**config.mk**
```make
export PLATFORM = sky130hd
export DESIGN_NAME = wrr_arbiter
export DESIGN_NICKNAME = d
export VERILOG_FILES = /design/src/rtl/wrr_arb_pkg.sv /design/src/rtl/rr_pick.sv /design/src/rtl/wrr_arbiter.sv
export SDC_FILE = /design/constraint.sdc
export NUM_CORES = 1
export LEC_CHECK = 0
export ABC_AREA = 1
export ABC_CLOCK_PERIOD_IN_PS = 2500
export CAP_MARGIN = 20
export CORE_ASPECT_RATIO = 1.1
export CORE_MARGIN = 2
export CORE_UTILIZATION = 57
export CTS_CLUSTER_DIAMETER = 30
export DETAILED_ROUTE_END_ITERATION = 8
export DONT_BUFFER_PORTS = 1
export GPL_ROUTABILITY_DRIVEN = 0
export GPL_TIMING_DRIVEN = 0
export HOLD_SLACK_MARGIN = 0.1
export PLACE_DENSITY_LB_ADDON = 0.08
export SYNTH_ARGS = -nofsm -noshare
export SYNTH_HDL_FRONTEND = slang
export SYNTH_SLANG_ARGS = --single-unit
```
**constraint.sdc**
```tcl
create_clock -name clk -period 2.5 [get_ports clk]
set_clock_uncertainty 0.05 [all_clocks]
set_input_delay 0.125 -clock clk [delete_from_list [all_inputs] [get_ports clk]]
set_output_delay 0.125 -clock clk [all_outputs]
set_load 0.03 [all_outputs]
```
**src/rtl/wrr_arb_pkg.sv**
```systemverilog
// Shared definitions for the weighted round-robin arbiter: FSM encodings and
// default sizing constants.
package wrr_arb_pkg;

    localparam int DEF_N  = 4;
    localparam int DEF_WW = 4;

    typedef enum logic {
        ST_IDLE  = 1'b0,
        ST_GRANT = 1'b1
    } state_e;

endpackage

```
**src/rtl/rr_pick.sv**
```systemverilog
// Combinational rotating-priority picker: first set request bit at or above
// ptr, wrapping from N-1 back to 0.
module rr_pick
    import wrr_arb_pkg::*;
#(
    parameter int N   = DEF_N,
    parameter int IDW = (N > 1) ? $clog2(N) : 1
) (
    input  logic [N-1:0]   request,
    input  logic [IDW-1:0] ptr,
    output logic [N-1:0]   onehot,
    output logic [IDW-1:0] id,
    output logic           any
);

    always_comb begin
        int j;
        j      = 0;
        onehot = '0;
        id     = '0;
        any    = 1'b0;
        for (int k = 0; k < N; k++) begin
            // ptr is always < N, so one subtraction is enough to wrap
            j = int'(ptr) + k;
            if (j >= N) j = j - N;
            if (!any && request[j]) begin
                onehot[j] = 1'b1;
                id        = IDW'(j);
                any       = 1'b1;
            end
        end
    end

endmodule

```
**src/rtl/wrr_arbiter.sv**
```systemverilog
// Weighted round-robin arbiter: each owner keeps a registered grant for up to
// weight transfers, then priority rotates past it.
module wrr_arbiter
    import wrr_arb_pkg::*;
#(
    parameter int N   = DEF_N,
    parameter int WW  = DEF_WW,
    parameter int IDW = (N > 1) ? $clog2(N) : 1
) (
    input  logic            clk,
    input  logic            rst,
    input  logic [N-1:0]    request,
    input  logic [N*WW-1:0] weight,
    input  logic            ready,
    output logic [N-1:0]    grant,
    output logic            grant_valid,
    output logic [IDW-1:0]  grant_id
);

    state_e         state, state_n;
    logic [IDW-1:0] ptr, ptr_n, nxt_ptr, pick_ptr, pick_id, id_n;
    logic [WW-1:0]  credit, credit_n, pick_w, load_credit;
    logic [N-1:0]   pick_oh, grant_n;
    logic           pick_any, xfer, keep, release_turn, load, drop, gv_n;

    assign xfer         = (state == ST_GRANT) && ready;
    assign keep         = (credit > WW'(1)) && |(request & grant);
    assign release_turn = xfer && !keep;
    assign nxt_ptr      = (int'(grant_id) == N - 1) ? '0 : grant_id + IDW'(1);

    // On release the re-pick already uses the rotated pointer, so the old
    // owner ranks last and the handoff costs no idle cycle.
    assign pick_ptr = release_turn ? nxt_ptr : ptr;

    rr_pick #(.N(N), .IDW(IDW)) u_pick (
        .request (request),
        .ptr     (pick_ptr),
        .onehot  (pick_oh),
        .id      (pick_id),
        .any     (pick_any)
    );

    assign pick_w      = weight[int'(pick_id)*WW +: WW];
    assign load_credit = (pick_w == '0) ? WW'(1) : pick_w;

    assign load = ((state == ST_IDLE) || release_turn) && pick_any;
    assign drop = release_turn && !pick_any;

    always_ff @(posedge clk or negedge rst) begin
        if (!rst) begin
            state       <= ST_IDLE;
            ptr         <= '0;
            credit      <= '0;
            grant       <= '0;
            grant_valid <= 1'b0;
            grant_id    <= '0;
        end else begin
            state       <= state_n;
            ptr         <= ptr_n;
            credit      <= credit_n;
            grant       <= grant_n;
            grant_valid <= gv_n;
            grant_id    <= id_n;
        end
    end

    always_comb begin
        state_n  = state;
        ptr_n    = ptr;
        credit_n = credit;
        if (release_turn) ptr_n = nxt_ptr;
        if (load) begin
            state_n  = ST_GRANT;
            credit_n = load_credit;
        end else if (drop) begin
            state_n  = ST_IDLE;
            credit_n = '0;
        end else if (xfer) begin
            credit_n = credit - WW'(1);
        end
    end

    always_comb begin
        grant_n = grant;
        id_n    = grant_id;
        if (load) begin
            grant_n = pick_oh;
            id_n    = pick_id;
        end else if (drop) begin
            grant_n = '0;
            id_n    = '0;
        end
        gv_n = |grant_n;
    end

endmodule
```
==> reports/qor.txt, run 1 <==
hold_sp = weight[1]
Final Cell Area = 2030 um^2
CTS Buf Count = 3
drt wl/cell = 19.6 um
reg2reg end = credit[0]
Synth Cell Area = 1410 um^2
DR pass1 iterations = 5
# Max-Cap Violations = 0
Antenna diodes = 0
cell count after synthesis = 193
Via Count = 1644
dominant cells by area after synthesis = dfrtp_1, nand2_1, nand3_1, ha_1, nand3_2
clk root buf = clkbuf_4
NumNets Final = 261
Die X = 51.3 um
Final Max Slew Viols = 0
fill count = 113
Hold Path Class = primary input to flop
Hold Path Depth = 4
Final Critical Period = 3040 ps
GRT Residual Overflow = 0
clock sink count = 14
Finished Layout Cells = 256
initial core utilization = 61.2%
DRC Markers = 0
Clock Pin Slew Worst Setup and Hold Paths = 100 ps
CP required = 2660 ps
hold path endpoint = credit[1]
Clock Path Buffers = 2
H-tree levels = 1
DP HPWL = 2550 um
violated checks = negative setup slack
height of the chip = 56.1 um
syn_area_per_cell = 7.28 um^2
syn_nets = 227
All-Layer GR Usage = 29.0%
Setup crit start kind = flop
count of final hold-check violations = 0
setup TNS = -4110 ps
first-pass GRT wire length = 6350 um
fin worst setup slack = -540 ps
CP Capture Type = flop
R2R setup slack = -540 ps
die area = 2880 um^2
Iteration-0 DRC Markers = 116
FMAX = 329 MHz
Via-to-Cell Ratio = 6.42
pin count of the biggest net entering global routing = 15
critical path peak fanout = 6
Slew @ Worst Pin = 618 ps
Cell variety after synth = 29
Slew headroom = 58.7%
post-route antenna net violation count = 0
vias in the first global route = 1391
port buffer count = 0
period utilization = 122%
share of layout cells above drive strength 1 = 48.2%
worst reg2reg startpoint = grant_id[0]
register area share after synthesis = 24.9%
initial antenna violation count = 0
placed inst area = 1530 um^2
CTS tree = yes
Critical Path AT = 3200 ps
total wire length = 5030 um
area leader, netlist = dfrtp_1
flops & latches, synth = 14
Worst-Skew Late Latency = 300 ps
path depth of the worst reg2reg path = 19
Hold Slack = 135 ps
RSZ-0062 raised after global routing = true
Placement Rows = 18
YS warnings = 0
Synth top area share = 24.9%
status = finished, violations left
Cells after DPL = 223
Boundary Pins = 30
CP Class = flop to flop
Final setup viols = 11
P&R area growth vs syn = 44.8%
Core ar. = 2300 um^2
## cell families after synthesis
group	after synthesis	share of synthesized area (%)
simple gates	122	47.7
buf+inv	23	6.23
compound gates	22	10.7
flops	14	24.9
fa+ha+maj	11	9.80
xor+xnor	1	0.623
## timing repair
action / CTS / global route
setup buffers: 15 / 11
setup endpoints to repair: 11 / 11
hold buffers: 3 / 0
gates resized for setup: 28 / 28
hold endpoints to repair: 16 / 0
pin swaps: 17 / 16
cloned: 0 / 0
## cell usage in the layout (no fill, tap or decap), types with 4 or more instances in the layout
cell type,synthesis,final
inv_1,18,17
nand2_8,0,6
nand2_2,6,19
ha_1,11,9
nand2_1,50,29
buf_6,0,4
nor2_1,14,13
dfrtp_1,14,8
a21oi_1,6,6
nand3_2,8,18
buf_4,0,21
dfrtp_2,0,6
nand2_4,5,7
nand3_4,2,6
nand3_1,30,16
## cell usage after synthesis
master	number
a21o_1	1
a21oi_1	6
a21oi_2	1
a31oi_1	3
and2_1	1
clkinv_2	1
dfrtp_1	14
ha_1	11
inv_1	18
inv_2	4
nand2_1	50
nand2_2	6
nand2_4	5
nand3_1	30
nand3_2	8
nand3_4	2
nand3b_4	1
nand4_1	1
nand4_4	1
nor2_1	14
nor3_1	1
o21ai_0	3
o21ai_1	2
o21ai_2	1
o21ai_4	1
o221ai_1	4
or2_1	1
or2_2	1
xor2_1	1
## final cells by class
| type | instances | area [um^2] | share of cell area (%) |
|---|---|---|---|
| Clock buffer | 4 | 26.3 | 1.29 |
| Timing Repair Buffer | 29 | 253 | 12.4 |
| Inverter | 23 | 105 | 5.17 |
| Tap cell | 30 | 37.5 | 1.85 |
| Sequential cell | 14 | 358 | 17.6 |
| Multi-Input combinational cell | 156 | 1250 | 61.7 |
## registers in the layout, summed over array words and instances, names as in the netlist
signal and count:
state 1, ptr 2, grant_id 2, credit 4, grant_valid 1, grant 4
## how the worst max path moves through the flow
stage                      startpoint  slack [ps]   endpoint
after floorplan              grant[2]         -80  credit[0]
after global placement      credit[0]        -350  credit[0]
after detailed placement    credit[0]        -400  credit[0]
after CTS                   credit[0]        -240  credit[0]
after global routing        credit[0]        -630  credit[0]
final                     grant_id[0]        -540  credit[0]
## worst max-delay path, cell delays in order, from the launching register on
cell and delay (ps):
dfrtp_2 500, ha_1 230, nor2_1 250, inv_1 130, nand3_4 170, nand2_8 80
ha_4 320, inv_4 60, nand2_4 90, nand2_8 80, nand4_4 130, nand3_4 140
buf_6 160, nand3_1 100, nand3_2 100, nand2_1 90, nand3_2 60, nand2_1 50
nand2_1 60, a21oi_2 120
## routing by layer
| metal | vias to the layer above | GRT usage (%) | share of wire [%] |
|---|---|---|---|
| met5 | - | 0 | 0 |
| met4 | 0 | 9.02 | 5.0 |
| met3 | 29 | 3.23 | 10 |
| met2 | 132 | 50.1 | 47 |
| met1 | 760 | 37.2 | 38 |
| li1 | 723 | - | - |
## through the flow
stage / setup WS, ps / utilization [%]
floorplan: -83.1 / -
global placement: -346 / 66.5
detailed placement: -403 / 66.5
CTS: -245 / 79.6
global route: -626 / 88.6
finish: -540 / 88.6
Power of run 1 is not shown: default switching activity piles up to over one toggle a cycle in this logic, so the estimate is an artifact.
==> run 2: changes to the inputs <==
--- a/config.mk
+++ b/config.mk
@@ -6,11 +6,11 @@
 export NUM_CORES = 1
 export LEC_CHECK = 0
 export ABC_AREA = 1
-export ABC_CLOCK_PERIOD_IN_PS = 2500
+export ABC_CLOCK_PERIOD_IN_PS = 2900
 export CAP_MARGIN = 20
 export CORE_ASPECT_RATIO = 1.1
 export CORE_MARGIN = 2
-export CORE_UTILIZATION = 57
+export CORE_UTILIZATION = 60
 export CTS_CLUSTER_DIAMETER = 30
 export DETAILED_ROUTE_END_ITERATION = 8
 export DONT_BUFFER_PORTS = 1
==> constraint.sdc (replaced) <==
create_clock -name clk -period 2.9 [get_ports clk]
set_clock_uncertainty 0.05 [all_clocks]
set_input_delay 0.145 -clock clk [delete_from_list [all_inputs] [get_ports clk]]
set_output_delay 0.145 -clock clk [all_outputs]
set_load 0.03 [all_outputs]
==> run 2 against run 1 <==
  * The flow still finishes with violations (negative setup slack)
  * Die area down 4.6%
  * Count of clock-buffer cells in the layout did not move
  * Critical path depth unchanged
  * Non-clock buffer count fell by 5
  * Maximum frequency grew 4.2%
  * Global-route usage down 2.4 points
  * Utilization decreased by 4.8 points
  * Critical path type unchanged
  * Critical endpoint is now grant_valid
  * Highest routed layer unchanged
==> reports/qor.txt, run 2 (synthesis gave the netlist of run 1 again) <==
status = finished, violations left
violated checks = negative setup slack
RSZ-0062 raised after global routing = true
FMAX = 343 MHz
Antenna diodes = 0
CP Class = flop to flop
critical path peak fanout = 8
worst reg2reg startpoint = credit[0]
crit path from = credit[0]
Final Cell Area = 1870 um^2
Clock Path Buffers = 2
Iteration-0 DRC Markers = 46
initial core utilization = 63.0%
critical path cell sequence = ha_1 > o21ai_4 > o21ai_4 > buf_4 > nand3_4 > nand2_8 > ha_4 > inv_4 > nand3_2 > nand2_2 > buf_4 > nor2_2 > inv_2 > nand2_1 > inv_2 > nand2_1 > nand2_1 > nor2_1 > nand2_1
drt wl/cell = 16.5 um
Hold Path Class = primary input to flop
clock sink count = 14
placed inst area = 1440 um^2
worst setup path endpoint = grant_valid
CP required = 3040 ps
share of layout cells above drive strength 1 = 38.0%
commonest non-fill, non-tap cell in the layout = nand2_1
vias in the first global route = 1234
wire length on met1 = 1650 um
Hold Slack = 125 ps
height of the chip = 54.8 um
WP depth = 19
setup TNS = -17.8 ps
top routing layer in use = met4
Largest regs = credit x4, grant x4
die area = 2750 um^2
DP Worst Slack = -239 ps
initial antenna violation count = 0
CP max stage delay = 430 ps
Slew @ Worst Pin = 634 ps
count of final hold-check violations = 0
# Max-Cap Violations = 0
CTS Buf Count = 3
met2 WL = 2160 um
DP HPWL = 2450 um
R2R setup slack = -20 ps
Final Critical Period = 2920 ps
All-Layer GR Usage = 26.6%
port buffer count = 0
Slowest-stage cell, CP = dfrtp_1
period utilization = 101%
Via-to-Cell Ratio = 5.93
reg2reg end = grant_valid
DRC Markers = 0
Setup crit start kind = flop
path depth of the worst reg2reg path = 19
CTS tree = yes
Placement Rows = 18
Final setup viols = 1
P&R area growth vs syn = 32.9%
Final Max Slew Viols = 0
Die X = 50.1 um
CP bufs+invs = 5
Core ar. = 2230 um^2
GRT Residual Overflow = 0
H-tree levels = 1
cell family with most CP delay = simple AND/OR/NAND/NOR gates
total wire length = 4140 um
Clock Pin Slew Worst Setup and Hold Paths = 90 ps
CP Capture Type = flop
met3 WL = 192 um
DR pass1 iterations = 4
Via Count = 1488
Boundary Pins = 30
Critical Path AT = 3060 ps
most frequent cells in the layout = nand2_1, nand3_1, buf_4
fin worst setup slack = -17.8 ps
Worst-Skew Late Latency = 290 ps
clk root buf = clkbuf_4
CP most frequent cell = nand2_1
post-route antenna net violation count = 0
Slew headroom = 57.6%
NumNets Final = 256
pin count of the biggest net entering global routing = 15
first-pass GRT wire length = 5510 um
run 2: changes by cell type in the layout (fill, tap and decap cells not counted), moves of 5 or more:
| cell | before | now |
|---|---|---|
| nand3_1 | 16 | 21 |
| nand2_2 | 19 | 5 |
| nand3_2 | 18 | 13 |
| nand2_1 | 29 | 46 |
run 2: layout make-up:
class                           count  area [um^2]
Multi-Input combinational cell    156         1150
Fill cell                         137          363
Sequential cell                    14          357
Timing Repair Buffer               24          190
Inverter                           23         92.6
Tap cell                           30         37.5
Clock buffer                        4         36.3
run 2: what timing repair did:
item | in CTS | in global routing
hold buffers | 1 | 0
endpoints found under the setup margin | 11 | 6
resized for setup | 12 | 32
pin swaps | 6 | 14
hold endpoints to repair | 14 | 0
buffers inserted | 8 | 15
run 2: how the worst min path moves through the flow:
stage / startpoint / endpoint / cells after the start
4_1_cts: weight[10] / credit[2] / 4
6_report: weight[9] / credit[1] / 4
2_1_floorplan: rst / credit[0] / 0
3_3_place_gp: rst / grant_id[0] / 0
5_1_grt: weight[9] / credit[1] / 4
3_5_place_dp: rst / grant_id[1] / 0
run 2: worst min-delay path: stages:
cell,delay (ps)
nand2_1,60
nand3_2,70
nand3_1,80
a31oi_1,70
run 2: per-layer routing:
metal,up-vias,track usage [%]
li1,702,-
met1,697,33.3
met2,73,48.7
met3,16,1.91
met4,0,9.72
met5,-,0
run 2: through the flow:
| step | util (%) | cells |
|---|---|---|
| floorplan | - | 193 |
| global placement | 64.7 | 223 |
| detailed placement | 64.7 | 223 |
| CTS | 71.9 | 236 |
| global route | 83.7 | 251 |
| finish | 83.7 | 251 |
Power of run 2 is left out for the same reason.
